==> src/rtl/sum_sq_pkg.sv <==
// sum_sq_pkg: shared state encoding and constants for the sum-of-squares unit
package sum_sq_pkg;
    localparam int          N_W     = 8;
    localparam int          ITER    = N_W;
    localparam logic [15:0] SAT_VAL = 16'hFFFF;
    typedef enum logic [1:0] {IDLE = 2'd0, SQ_A = 2'd1, SQ_B = 2'd2, FIN = 2'd3} state_e;
endpackage

==> src/rtl/shift_add_sq.sv <==
// shift_add_sq: one shift-add squaring step; adds op << idx to acc when op[idx] is set
//   op_i  : operand being squared (acts as both multiplicand and multiplier)
//   idx_i : multiplier bit index for this step
//   acc_i : running accumulator
//   acc_o : accumulator after this step
module shift_add_sq #(
    parameter int N = 8
) (
    input  logic [N-1:0]         op_i,
    input  logic [$clog2(N)-1:0] idx_i,
    input  logic [2*N:0]         acc_i,
    output logic [2*N:0]         acc_o
);
    logic [2*N:0] op_ext;
    assign op_ext = {{(N+1){1'b0}}, op_i};
    assign acc_o  = op_i[idx_i] ? acc_i + (op_ext << idx_i) : acc_i;
endmodule

==> src/rtl/sum_sq.sv <==
// sum_sq: sequential a*a + b*b with 16-bit saturation and start/ready/busy handshake
//   clk, rst (sync, active-low)
//   start, a_b, b_b : request and operands, taken when ready
//   ready, busy     : idle / computing
//   y_b, ovf, valid : saturated result, overflow flag, one-cycle result strobe
module sum_sq
    import sum_sq_pkg::*;
#(
    parameter int N = 8
) (
    input  logic           clk,
    input  logic           rst,
    input  logic           start,
    input  logic [N-1:0]   a_b,
    input  logic [N-1:0]   b_b,
    output logic           ready,
    output logic           busy,
    output logic [2*N-1:0] y_b,
    output logic           ovf,
    output logic           valid
);
    localparam int CW = $clog2(N);
    state_e         state_q, state_d;
    logic [N-1:0]   a_q, a_d, b_q, b_d;
    logic [CW-1:0]  cnt_q, cnt_d;
    logic [2*N:0]   acc_q, acc_d, acc_step;
    logic [2*N-1:0] y_q, y_d;
    logic           ovf_q, ovf_d, valid_q, valid_d;
    logic           last;

    // A single step unit serves both squares; the operand mux picks b during SQ_B.
    shift_add_sq #(.N(N)) u_step (
        .op_i  (state_q == SQ_B ? b_q : a_q),
        .idx_i (cnt_q),
        .acc_i (acc_q),
        .acc_o (acc_step)
    );

    assign last = cnt_q == CW'(ITER - 1);

    always_comb begin
        state_d = state_q;
        a_d     = a_q;
        b_d     = b_q;
        cnt_d   = cnt_q;
        acc_d   = acc_q;
        y_d     = y_q;
        ovf_d   = ovf_q;
        valid_d = 1'b0;
        case (state_q)
            IDLE: if (start) begin
                a_d     = a_b;
                b_d     = b_b;
                acc_d   = '0;
                cnt_d   = '0;
                state_d = SQ_A;
            end
            SQ_A: begin
                acc_d   = acc_step;
                cnt_d   = last ? '0 : cnt_q + CW'(1);
                state_d = last ? SQ_B : SQ_A;
            end
            SQ_B: begin
                acc_d   = acc_step;
                cnt_d   = last ? '0 : cnt_q + CW'(1);
                state_d = last ? FIN : SQ_B;
            end
            FIN: begin
                // acc[2N] marks a true sum above the 2N-bit range
                y_d     = acc_q[2*N] ? SAT_VAL : acc_q[2*N-1:0];
                ovf_d   = acc_q[2*N];
                valid_d = 1'b1;
                state_d = IDLE;
            end
            default: state_d = IDLE;
        endcase
    end

    always_ff @(posedge clk) begin
        if (!rst) begin
            state_q <= IDLE;
            a_q     <= '0;
            b_q     <= '0;
            cnt_q   <= '0;
            acc_q   <= '0;
            y_q     <= '0;
            ovf_q   <= 1'b0;
            valid_q <= 1'b0;
        end else begin
            state_q <= state_d;
            a_q     <= a_d;
            b_q     <= b_d;
            cnt_q   <= cnt_d;
            acc_q   <= acc_d;
            y_q     <= y_d;
            ovf_q   <= ovf_d;
            valid_q <= valid_d;
        end
    end

    assign ready = state_q == IDLE;
    assign busy  = ~ready;
    assign y_b   = y_q;
    assign ovf   = ovf_q;
    assign valid = valid_q;
endmodule

==> config.mk <==
export PLATFORM = sky130hd
export DESIGN_NAME = sum_sq
export DESIGN_NICKNAME = d
export VERILOG_FILES = /design/src/rtl/sum_sq_pkg.sv /design/src/rtl/shift_add_sq.sv /design/src/rtl/sum_sq.sv
export SDC_FILE = /design/constraint.sdc
export NUM_CORES = 1
export LEC_CHECK = 0
export BUFFER_PORTS_ARGS = -buffer_cell sky130_fd_sc_hd__buf_4
export CORE_ASPECT_RATIO = 1.5
export CORE_UTILIZATION = 40
export CTS_CLUSTER_DIAMETER = 30
export CTS_CLUSTER_SIZE = 8
export DETAILED_ROUTE_END_ITERATION = 10
export HOLD_SLACK_MARGIN = 0.15
export PLACE_DENSITY = 0.67
export SYNTH_ARGS = -nofsm -noshare
export SYNTH_HDL_FRONTEND = slang
export SYNTH_SLANG_ARGS = --single-unit
==> constraint.sdc <==
create_clock -name clk -period 3.85 [get_ports clk]
set_input_delay 0.1925 -clock clk [delete_from_list [all_inputs] [get_ports clk]]
set_output_delay 0.1925 -clock clk [all_outputs]
set_load 0.005 [all_outputs]
==> metrics.log, run 1 <==
[metrics] Inserted Diodes: 0
[metrics] maximum number of pins on one net before global-route repair: 63
[metrics] vertical extent of the die: 115.6 um
[metrics] crit start category: register
[metrics] arithmetic-cell share of the synthesized area counting full adders, half adders and majority gates: slightly above 8%
[metrics] row cnt: approximately 40
[metrics] critical path depth in cells: 14
[metrics] path depth of the worst reg2reg path: 14
[metrics] final period utilization: 92.28%
[metrics] standby leakage power: 1.687 nW
[metrics] count of synthesis-stage warnings from yosys: 0
[metrics] post-route setup TNS: 0 ns
[metrics] number of stages on the worst hold path: 3
[metrics] Cell variety after synth: around 60
[metrics] count of final hold-check violations: 0
[metrics] part of the Yosys area used for sequential elements: 32.61%
[metrics] Syn-to-layout area delta: 15.14%
[metrics] total global-route track usage: 17.98%
[metrics] share of synthesized flip-flops with an asynchronous set or reset: 0%
[metrics] netlist area before placement: 3438 um^2
[metrics] arrival time of the worst setup path: 3.74 ns
[metrics] flop and latch count out of synthesis: 56
[metrics] clock transition at the registers of the reported paths: 0.07 ns
[metrics] Final Net Count: 484
[metrics] Post-Synth Simple-Gate Area: 19.91%
[metrics] largest stage delay on the critical path: 0.40 ns
[metrics] multi-input combinational cell area: 2166 um^2
[metrics] fraction of synthesized cell area in xor and xnor cells: 1.783%
[metrics] result of the run: finished, final reports clean
[metrics] DRC Markers: 0
[metrics] Die Wd: 77.70 um
[metrics] prevailing post-synth register cell: dfxtp_1
[metrics] global-route wire length before repair: 12940 um
[metrics] min setup slack post-route: 0.2973 ns
[metrics] cell family with most CP delay: compound AO/OA/AOI/OAI gates
[metrics] largest area contributor in the netlist: dfxtp_1
[metrics] clk_lat worst skew: 0.30 ns
[metrics] Worst-Margin Slew: 0.7423 ns
[metrics] Post-CTS Setup Inserts: 0
[metrics] crit path time final: 3.553 ns
[metrics] end of the worst register-to-register path: acc_q[13]
[metrics] setup repair after global routing missed its margin: false
[metrics] aggregate routed wire length: 7659 um
[metrics] Final Max Tran Viols: 0
[metrics] drt first-iter violations: between 150 and 200
[metrics] mux contribution to synthesized area: between 6 and 7%
[metrics] starting utilization of the core area: between 40% and 50%
[metrics] beginning of the critical path: state_q[0]
[metrics] worst max-slew margin expressed relative to the limit: around 50%
[metrics] number of buffers created by CTS: 5
[metrics] max frequency: 281.5 MHz
[metrics] critical path class: reg -> reg
[metrics] post-synthesis net count: ~460
[metrics] post-detailed-route wirelength per cell: between 10 and 15 um
[metrics] PD cells: 320.9 nW/um^2
[metrics] global placement routability congestion: 0.9471
[metrics] number of buffers on the longest clock path: 2
[metrics] largest family of logic cells by synthesized area: compound AO/OA/AOI/OAI gates
[metrics] post-synthesis instance total: 421
[metrics] largest driver fanout on the critical path: 9
[metrics] leading cell types by total area after synthesis: dfxtp_1 33%, ha_1 7.6%, nand2_1 6.6%
[metrics] antenna violations before repair: 0
[metrics] IR Drop Worst-Case VDD: 0.1747 mV
[metrics] area taken by flip-flops and latches: around 1100 um^2
[metrics] number of synthesized flops with an enable pin: 0
[metrics] Yosys top cell area share: 32.61%
[metrics] via count of the first global-routing pass: 2809
[metrics] antenna-violating nets left: 0
[metrics] clk root buf: clkbuf_16
[metrics] total iterations of the first detailed-routing run: 4
[metrics] fill count: around 850
[metrics] core area: about 8400 um^2
[metrics] share of cells above drive strength 1: between 10% and 20%
[metrics] Worst setup EP type: register
[metrics] end point of the critical path: acc_q[13]
[metrics] Num Clock Sinks: 56
[metrics] synthesized area per cell: 8.167 um^2
[metrics] clock tree from TritonCTS: done
[metrics] Boundary Pins: 39
[metrics] total vias in the final route: 2978
[metrics] startpoint of the worst register-to-register path: state_q[0]
[metrics] max cap viols: 0
[metrics] Crit-path slowest cell: ha_1
[metrics] Clock Skews: 0.003073 ns
[metrics] total setup violations reported at the end of the flow: 0
[metrics] class of the tightest hold or removal check: in -> reg
[metrics] CP bufs+invs: 1
[metrics] compound-gate portion of the synthesized area: 26.13%
[metrics] crit-path cells: inv_1 > ha_4 > mux2_2 > o21ai_0 > o21ai_0 > nor2_1 > a21oi_1 > ha_1 > a21o_1 > a31o_2 > a31oi_1 > nand3b_1 > a31oi_1 > o41ai_1
[metrics] number of vias per cell after detailed routing: 5.424
[metrics] die area: 8978 um^2
[metrics] total number of H-tree levels: 2
[metrics] Post-DP HPWL: 5724 um
[metrics] worst setup slack for register-to-register paths: a little under 0.3 ns
[metrics] IO buf count: 38
[metrics] data required time of the worst path: 4.04 ns
[metrics] Post-Place Setup Slack: 0.08254 ns
[metrics] sum of internal, switching and leakage power: 1.270 mW
[metrics] total overflow reported by the global router: 0
[routing by layer]
layer  up-vias  wire length (um)  global-route usage, %
li1       1540                 -                      -
met1      1350              3255                  20.27
met2        71              3850                  32.63
met3        17               289                  2.677
met4         0               264                  9.308
met5         -                 0                      0
[tightest hold or removal path: cells and delay by family]
kind / cells / cell delay (ns)
and+or+nand+nor: 1 / 0.04
buffers and inverters: 1 / 0.11
AOI/OAI and AO/OA: 1 / 0.06
[synthesized netlist by cell type, drive strengths merged (3+ instances only)]
library cell / n
buf: 5
a21oi: 26
o21ai: 19
xor2: 3
nand2b: 6
mux2i: 10
mux2: 6
or3: 3
o221a: 8
dfxtp: 56
nor3: 3
clkbuf: 25
o21a: 5
nand2: 60
o31ai: 3
o211ai: 4
and2: 5
nor2: 31
xnor2: 4
inv: 11
ha: 21
a31oi: 4
a32oi: 3
nor2b: 6
a21boi: 25
a211oi: 3
nand3: 21
a21o: 12
[area by class of cell]
| type | count | share of cell area, % |
|---|---|---|
| Clock inverter | 1 | 0.7585 |
| Timing Repair Buffer | 45 | 8.533 |
| Multi-Input combinational cell | 323 | 54.71 |
| Sequential cell | 56 | 28.32 |
| Tap cell | 107 | 3.382 |
| Inverter | 12 | 1.138 |
| Clock buffer | 5 | 3.161 |
[worst min path at each step]
stage / from / to / slack [ns]
3_5_place_dp: a_q[2] / a_q[2] / 0.46
4_1_cts: a_b[2] / a_q[2] / 0.15
3_3_place_gp: b_q[3] / b_q[3] / 0.45
5_1_grt: a_b[7] / a_q[7] / 0.16
6_report: a_b[3] / a_q[3] / 0.15
2_1_floorplan: a_b[0] / a_q[0] / 0.34
[repair_timing]
item,in CTS,in global routing
endpoints found under the setup margin,0,11
gates resized for setup,0,5
hold buffers,0,0
[cell families (layout without fill, tap and decap cells)]
logic type / after synthesis / count (layout)
AO/OA/AOI/OAI: 127 / 127
XOR/XNOR: 7 / 7
adder cells (fa/ha/maj): 22 / 22
buffers and inverters: 42 / 63
flip-flops: 56 / 56
multiplexers: 18 / 18
AND/OR/NAND/NOR: 149 / 149
[through the flow]
| step | util, % | hold WS (ns) | std cells | area (um^2) |
|---|---|---|---|---|
| 2_1_floorplan | - | 0.3374 | 421 | 3438 |
| 3_3_place_gp | 45.22 | 0.4535 | 543 | 3781 |
| 3_5_place_dp | 45.22 | 0.4598 | 543 | 3781 |
| 4_1_cts | 47.07 | 0.1520 | 549 | 3936 |
| 5_1_grt | 47.34 | 0.1587 | 549 | 3959 |
| 6_report | 47.34 | 0.1488 | 549 | 3959 |
[layout by cell type, fill, tap and decap left out, drive strengths merged, types with 2 or more instances in the layout]
cell type,n
o21ai,19
a31oi,4
o41ai,2
mux2i,10
a21boi,25
buf,45
nand2,60
xnor2,4
a211oi,3
nand2b,6
a32oi,3
nand3b,2
a21oi,26
a21o,12
ha,21
nor4,2
o221a,8
nor2b,6
nor3,3
clkbuf,5
nor2,31
o32ai,2
o31ai,3
and2,5
o21a,5
or2,2
dfxtp,56
and3,2
inv,11
or3,3
nand3,21
mux4,2
xor2,3
mux2,6
o211ai,4
nand4,2
[where the power goes]
part	switching [mW]	internal (mW)	total, mW
Combinational	0.0992	0.0671	0.166
Clock	0.199	0.300	0.499
Sequential	0.0118	0.593	0.605
Total	0.310	0.960	1.27
[flip-flops by register name, summed over array words and instances (netlist names), named ones only]
signal / count
ovf: 1
acc_q: 17
cnt_q: 3
a_q: 8
b_q: 8
y_b: 16
state_q: 1
valid: 1
Power figures use the tool's default switching activity.
==> run 2, diff against run 1 <==
--- a/config.mk
+++ b/config.mk
@@ -14,2 +14,3 @@
 export HOLD_SLACK_MARGIN = 0.15
+export MAX_ROUTING_LAYER = met4
 export PLACE_DENSITY = 0.67
==> constraint.sdc (replaced) <==
create_clock -name clk -period 3.85 [get_ports clk]
set_input_delay 1.155 -clock clk [delete_from_list [all_inputs] [get_ports clk]]
set_output_delay 1.155 -clock clk [all_outputs]
set_load 0.005 [all_outputs]
==> run 2 against run 1 <==
Against the previous run:
- via count decreased by 0.71%
- clock skew is 0.0013 ns higher
- fmax is 1.1% lower
- clock power barely moved
- core utilization increased by 0.13 points
- cell area rose by 0.28%
- hold slack better by 0.32 ns
- wire length down 1.3%
- first-iteration DRC count down 24%
==> metrics.log, run 2 (synthesized netlist as in run 1, its figures left out) <==
[metrics] result of the run: finished, final reports clean (unchanged)
[metrics] clock transition at the registers of the reported paths: 0.07 ns (about the same)
[metrics] Num Clock Sinks: 56 (unchanged)
[metrics] most frequent standard cell in the layout excluding fill and tap cells: nand2_1 (unchanged)
[metrics] Post-Place Setup Slack: 0.007287 ns (was 0.08254 ns)
[metrics] Final Net Count: 482 (was 484)
[metrics] Post-DP HPWL: 5676 um (was 5724 um)
[metrics] sum of internal, switching and leakage power: 1.268 mW (was 1.270 mW)
[metrics] Die Wd: 77.70 um (unchanged)
[metrics] total vias in the final route: 2957 (was 2978)
[metrics] number of buffers on the longest clock path: 2 (unchanged)
[metrics] Hold Path End: a_q[2] (was a_q[3])
[metrics] total overflow reported by the global router: 0 (unchanged)
[metrics] final std cell area, no fill: 3970 um^2 (was 3959 um^2)
[metrics] class of the tightest hold or removal check: reg -> reg (was in -> reg)
[metrics] core area: 8362 um^2 (unchanged)
[metrics] Syn-to-layout area delta: 15.47% (was 15.14%)
[metrics] largest driver fanout on the critical path: 9 (unchanged)
[metrics] Crit-path slowest cell: ha_1 (unchanged)
[metrics] hold-fix buffers at CTS: 0 (unchanged)
[metrics] end of the worst register-to-register path: acc_q[13] (unchanged)
[metrics] startpoint of the worst register-to-register path: state_q[0] (unchanged)
[metrics] die area: 8978 um^2 (unchanged)
[metrics] vertical extent of the die: 115.6 um (unchanged)
[metrics] Worst setup EP type: register (unchanged)
[metrics] drt first-iter violations: 145 (was 192)
[metrics] antenna violations before repair: 0 (unchanged)
[metrics] Final Max Tran Viols: 0 (unchanged)
[metrics] maximum number of pins on one net before global-route repair: 63 (unchanged)
[metrics] max cap viols: 0 (unchanged)
[metrics] setup repair after global routing missed its margin: true (was false)
[metrics] DRC Markers: 0 (unchanged)
[metrics] crit path time final: 3.592 ns (was 3.553 ns)
[metrics] Inserted Diodes: 0 (unchanged)
[metrics] register containing the most flip-flops in the final layout: acc_q (unchanged)
[metrics] count of final hold-check violations: 0 (unchanged)
[metrics] via count of the first global-routing pass: 2826 (was 2809)
[metrics] aggregate routed wire length: 7563 um (was 7659 um)
[metrics] worst max-slew margin expressed relative to the limit: 36.52% (was 49.99%)
[metrics] launch point of the worst hold path: a_q[2] (was a_b[3])
[metrics] clk_lat worst skew: 0.29 ns (was 0.30 ns)
[metrics] total setup violations reported at the end of the flow: 0 (unchanged)
[metrics] crit start category: register (unchanged)
[metrics] global placement routability congestion: 0.9419 (was 0.9471)
[metrics] max frequency: 278.4 MHz (was 281.5 MHz)
[metrics] Worst-Margin Slew: 0.9521 ns (was 0.7423 ns)
[metrics] post-route insts no fill: 547 (was 549)
[metrics] total global-route track usage: 19.15% (was 17.98%)
[metrics] worst setup slack for register-to-register paths: 0.26 ns (was 0.30 ns)
[metrics] path depth of the worst reg2reg path: 14 (unchanged)
[metrics] antenna-violating nets left: 0 (unchanged)
[metrics] number of vias per cell after detailed routing: 5.406 (was 5.424)
[metrics] IR Drop Worst-Case VDD: 0.2422 mV (was 0.1747 mV)
[metrics] placed inst area: 3766 um^2 (was 3781 um^2)
[metrics] post-detailed-route wirelength per cell: 13.83 um (was 13.95 um)
[metrics] Placed Cells: 541 (was 543)
[metrics] post-route setup TNS: 0 ns (unchanged)
[metrics] Final Util: 47.48% (was 47.34%)
[metrics] number of flip-flops in the largest register: 17 (unchanged)
[metrics] global-route wire length before repair: 13350 um (was 12940 um)
[metrics] arrival time of the worst setup path: 3.78 ns (was 3.74 ns)
[metrics] number of stages on the worst hold path: 2 (was 3)
[metrics] worst hold-check slack: 0.4670 ns (was 0.1488 ns)
[metrics] largest stage delay on the critical path: 0.40 ns (about the same)
[metrics] row cnt: 41 (unchanged)
[metrics] most used cells in the layout excluding fill and tap cells: 60 x nand2_1, 56 x dfxtp_1, 43 x buf_4, 31 x nor2_1, 26 x a21oi_1 (was 60 x nand2_1, 56 x dfxtp_1, 45 x buf_4, 31 x nor2_1, 26 x a21oi_1)
[metrics] standby leakage power: 1.677 nW (was 1.687 nW)
[metrics] IO buf count: 38 (unchanged)
[metrics] Clock Skews: 0.004420 ns (was 0.003073 ns)
[metrics] starting utilization of the core area: 41.12% (unchanged)
[metrics] clock tree from TritonCTS: done (unchanged)
[metrics] final period utilization: 93.29% (was 92.28%)
[metrics] share of cells above drive strength 1: 17.27% (was 17.42%)
[metrics] critical path class: reg -> reg (unchanged)
[metrics] clk root buf: clkbuf_16 (unchanged)
[metrics] data required time of the worst path: 4.04 ns (about the same)
[metrics] total number of H-tree levels: 2 (unchanged)
[metrics] number of buffers created by CTS: 5 (unchanged)
[metrics] total iterations of the first detailed-routing run: 4 (unchanged)
[metrics] Boundary Pins: 39 (unchanged)
[metrics] PD cells: 319.4 nW/um^2 (was 320.9 nW/um^2)
[metrics] min setup slack post-route: 0.2583 ns (was 0.2973 ns)
[metrics] crit-path cells: inv_1 > ha_4 > mux2_2 > nor2_1 > nor2_1 > a21oi_1 > a21oi_1 > ha_1 > a21o_1 > a31o_2 > a31oi_1 > nand3b_1 > a31oi_1 > o41ai_1 (was inv_1 > ha_4 > mux2_2 > o21ai_0 > o21ai_0 > nor2_1 > a21oi_1 > ha_1 > a21o_1 > a31o_2 > a31oi_1 > nand3b_1 > a31oi_1 > o41ai_1)
==> run 2: changes by cell type in the layout (fill, tap and decap cells not counted), sizes merged <==
cell  change
buf       -2
==> run 2: power by group <==
part	internal (mW)	leakage [nW]	total, mW	switching, mW
Sequential	0.593	0.454	0.606	0.0125
Combinational	0.0653	1.15	0.164	0.0984
Clock	0.300	0.0757	0.499	0.199
Total	0.959	1.68	1.27	0.310
==> run 2: final cells by class <==
type | instances | area, um^2
Clock buffer | 5 | 125.1
Clock inverter | 1 | 30.03
Fill cell | 837 | 4392
Inverter | 12 | 45.04
Multi-Input combinational cell | 323 | 2192
Sequential cell | 56 | 1121
Tap cell | 107 | 133.9
Timing Repair Buffer | 43 | 322.8
==> run 2: repair_timing <==
item / 4_1_cts / 5_1_grt
buffers inserted: 0 / 0
resized for setup: 1 / 8
endpoints found under the hold margin: 0 / 0
setup endpoints to repair: 1 / 7
==> run 2: how the worst max path moves through the flow <==
stage	start	end	slack, ns
6_report	state_q[0]	acc_q[13]	0.26
5_1_grt	state_q[0]	acc_q[13]	-0.02
4_1_cts	state_q[0]	acc_q[16]	0.11
3_5_place_dp	state_q[0]	acc_q[16]	0.007
3_3_place_gp	state_q[0]	acc_q[16]	0.13
2_1_floorplan	state_q[0]	acc_q[16]	0.53
==> run 2: worst max-delay path, delay by kind of cell, from the launching register on <==
kind | cells | cell delay, ns
compound gates | 7 | 1.65
fa+ha+maj | 2 | 0.65
mux | 1 | 0.38
flops | 1 | 0.35
simple gates | 3 | 0.32
buf+inv | 1 | 0.16
==> run 2: per-layer routing <==
layer | routed length [um] | global-route usage, %
met1 | 3265 | 21.38
met3 | 243 | 2.677
met5 | 0 | -
met4 | 221 | 8.302
met2 | 3832 | 33.86
==> run 3, diff against run 2 <==
Settings changed: REMOVE_ABC_BUFFERS set to 1, SLEW_MARGIN set to 40.
==> run 3 against run 2 <==
Against the previous run:
- combinational power about the same
- non-clock buffer count up 2
- global-route usage up 0.081 points
- via count up 2.4%
- cell area down 0.35%
- sequential share of layout area up 0.098 points
- die area unchanged
- critical path type unchanged
- hold slack worse by 0.00098 ns
- wire length up 2.5%
- clock power down 7.6%
- largest cell class unchanged
- count of clock-buffer cells in the layout up 3
==> metrics.log, run 3 (synthesized netlist as in run 1, its figures left out) <==
[metrics] post-detailed-route wirelength per cell: 14.07 um (was 13.83 um)
[metrics] wire length on met3: 277 um (was 243 um)
[metrics] row cnt: 41 (unchanged)
[metrics] Inserted Diodes: 0 (unchanged)
[metrics] crit start category: register (unchanged)
[metrics] aggregate routed wire length: 7755 um (was 7563 um)
[metrics] number of buffers created by CTS: 5 (unchanged)
[metrics] vertical extent of the die: 115.6 um (unchanged)
[metrics] Post-DP HPWL: 5887 um (was 5676 um)
[metrics] count of final hold-check violations: 0 (unchanged)
[metrics] wire length the detailed router placed on met1: 3231 um (was 3265 um)
[metrics] min setup slack post-route: 0.3353 ns (was 0.2583 ns)
[metrics] antenna-violating nets left: 0 (unchanged)
[metrics] most used cells in the layout excluding fill and tap cells: 60 x nand2_1, 56 x dfxtp_1, 45 x buf_4, 31 x nor2_1, 26 x a21oi_1 (was 60 x nand2_1, 56 x dfxtp_1, 43 x buf_4, 31 x nor2_1, 26 x a21oi_1)
[metrics] final period utilization: 91.29% (was 93.29%)
[metrics] Worst-Margin Slew: 0.5401 ns (was 0.9521 ns)
[metrics] total number of H-tree levels: 2 (unchanged)
[metrics] starting utilization of the core area: 41.12% (unchanged)
[metrics] launch point of the worst hold path: b_q[7] (was a_q[2])
[metrics] setup repair after global routing missed its margin: false (was true)
[metrics] largest driver fanout on the critical path: 9 (unchanged)
[metrics] clock transition at the registers of the reported paths: 0.07 ns (about the same)
[metrics] detailed route wirelength on metal2: 3883 um (was 3832 um)
[metrics] via count of the first global-routing pass: 3044 (was 2826)
[metrics] total overflow reported by the global router: 0 (unchanged)
[metrics] Die Wd: 77.70 um (unchanged)
[metrics] worst setup slack for register-to-register paths: 0.34 ns (was 0.26 ns)
[metrics] total vias in the final route: 3028 (was 2957)
[metrics] total setup violations reported at the end of the flow: 0 (unchanged)
[metrics] number of buffers on the longest clock path: 2 (unchanged)
[metrics] class of the tightest hold or removal check: reg -> reg (unchanged)
[metrics] global-route wire length before repair: 13340 um (was 13350 um)
[metrics] Final Max Tran Viols: 0 (unchanged)
[metrics] max frequency: 284.5 MHz (was 278.4 MHz)
[metrics] Worst setup EP type: register (unchanged)
[metrics] clk root buf: clkbuf_16 (unchanged)
[metrics] end of the worst register-to-register path: acc_q[16] (was acc_q[13])
[metrics] clock tree from TritonCTS: done (unchanged)
[metrics] PD cells: 311.5 nW/um^2 (was 319.4 nW/um^2)
[metrics] path depth of the worst reg2reg path: 13 (was 14)
[metrics] startpoint of the worst register-to-register path: state_q[0] (unchanged)
[metrics] Hold Path End: b_q[7] (was a_q[2])
[metrics] post-route insts no fill: 551 (was 547)
[metrics] worst max-slew margin expressed relative to the limit: 63.61% (was 36.52%)
[metrics] top routing layer in use: met4 (unchanged)
[metrics] Crit-path slowest cell: fa_1 (was ha_1)
[metrics] Boundary Pins: 39 (unchanged)
[metrics] crit path time final: 3.515 ns (was 3.592 ns)
[metrics] standby leakage power: 1.682 nW (was 1.677 nW)
[metrics] core area: 8362 um^2 (unchanged)
[metrics] global placement routability congestion: 0.9706 (was 0.9419)
[metrics] Syn-to-layout area delta: 15.07% (was 15.47%)
[metrics] IO buf count: 38 (unchanged)
[metrics] crit-path cells: inv_1 > ha_4 > mux2i_2 > nand2_1 > o21ai_0 > or3_1 > fa_1 > nand2b_1 > a21o_1 > a211oi_2 > a31oi_1 > or3b_1 > o32ai_1 (was inv_1 > ha_4 > mux2_2 > nor2_1 > nor2_1 > a21oi_1 > a21oi_1 > ha_1 > a21o_1 > a31o_2 > a31oi_1 > nand3b_1 > a31oi_1 > o41ai_1)
[metrics] Clock Skews: 0.004080 ns (was 0.004420 ns)
[metrics] die area: 8978 um^2 (unchanged)
[metrics] most frequent standard cell in the layout excluding fill and tap cells: nand2_1 (unchanged)
[metrics] critical path class: reg -> reg (unchanged)
[metrics] number of stages on the worst hold path: 2 (unchanged)
[metrics] number of flip-flops in the largest register: 17 (unchanged)
[metrics] Final Net Count: 484 (was 482)
[metrics] arrival time of the worst setup path: 3.72 ns (was 3.78 ns)
[metrics] drt first-iter violations: 203 (was 145)
[metrics] result of the run: finished, final reports clean (unchanged)
[metrics] worst hold-check slack: 0.4660 ns (was 0.4670 ns)
[metrics] fill count: 816 (was 837)
[metrics] IR Drop Worst-Case VDD: 0.2419 mV (was 0.2422 mV)
[metrics] Placed Cells: 543 (was 541)
[metrics] Post-CTS Setup Inserts: 0 (unchanged)
[metrics] total global-route track usage: 19.23% (was 19.15%)
[metrics] register containing the most flip-flops in the final layout: acc_q (unchanged)
[metrics] max cap viols: 0 (unchanged)
[metrics] clk_lat worst skew: 0.29 ns (about the same)
[metrics] DRC Markers: 0 (unchanged)
[metrics] share of cells above drive strength 1: 17.57% (was 17.27%)
[metrics] Num Clock Sinks: 56 (unchanged)
[metrics] data required time of the worst path: 4.06 ns (was 4.04 ns)
[metrics] antenna violations before repair: 0 (unchanged)
[metrics] total iterations of the first detailed-routing run: 4 (unchanged)
[metrics] Post-Place Setup Slack: 0.07356 ns (was 0.007287 ns)
[metrics] post-route setup TNS: 0 ns (unchanged)
[metrics] largest stage delay on the critical path: 0.45 ns (was 0.40 ns)
[metrics] number of vias per cell after detailed routing: 5.495 (was 5.406)
[metrics] maximum number of pins on one net before global-route repair: 44 (was 63)
==> run 3: cell types whose count changed in the layout (fill, tap and decap cells not counted), sizes merged <==
cell and change:
buf +2, bufinv -1, clkbuf +3
==> run 3: critical path: cells and delay by family (launching register included) <==
family,cells,cell delay [ns]
AND/OR/NAND/NOR,4,1.07
AO/OA/AOI/OAI,5,0.97
multiplexers,1,0.19
flip-flops,1,0.39
buffers and inverters,1,0.13
adder cells (fa/ha/maj),2,0.68
==> run 3: layout make-up <==
class | count | area (um^2) | area share (%)
Inverter | 12 | 45.04 | 1.139
Timing Repair Buffer | 45 | 337.8 | 8.539
Multi-Input combinational cell | 323 | 2172 | 54.90
Sequential cell | 56 | 1121 | 28.34
Clock buffer | 8 | 146.4 | 3.700
Tap cell | 107 | 133.9 | 3.384
==> run 3: routing by layer <==
layer  vias to the layer above  track usage [%]
met4                         0            11.70
met5                         -                -
met1                      1374            19.81
met3                        30            3.386
met2                        77            33.92
li1                       1547                -
==> run 3: how the worst max path moves through the flow <==
stage / end / start / cells past startpoint / slack [ns]
floorplan: acc_q[16] / state_q[0] / 13 / 0.47
global placement: acc_q[16] / state_q[0] / 14 / 0.22
detailed placement: acc_q[16] / state_q[0] / 13 / 0.07
CTS: acc_q[16] / state_q[0] / 13 / 0.06
global route: acc_q[10] / state_q[0] / 14 / 0.06
finish: acc_q[16] / state_q[0] / 13 / 0.34
==> run 3: repair_timing <==
action                     in CTS  in global routing
hold buffers                    0                  0
setup endpoints to repair       0                  8
resized for setup               0                  5
==> run 3: report_power, final <==
part	leakage (nW)	switching (mW)	total, mW	internal (mW)
registers	0.454	0.0120	0.605	0.593
clock network	0.0712	0.201	0.461	0.260
logic	1.16	0.0996	0.166	0.0660
==> run 3: metrics by stage <==
step | power (mW) | util [%] | cell area [um^2]
final | 1.232 | 47.31 | 3956
after global placement | 0.7778 | 45.22 | 3781
after CTS | 1.244 | 46.97 | 3928
after detailed placement | 0.7837 | 45.22 | 3781
after floorplan | 0.7208 | - | 3309
after global routing | 1.293 | 47.31 | 3956
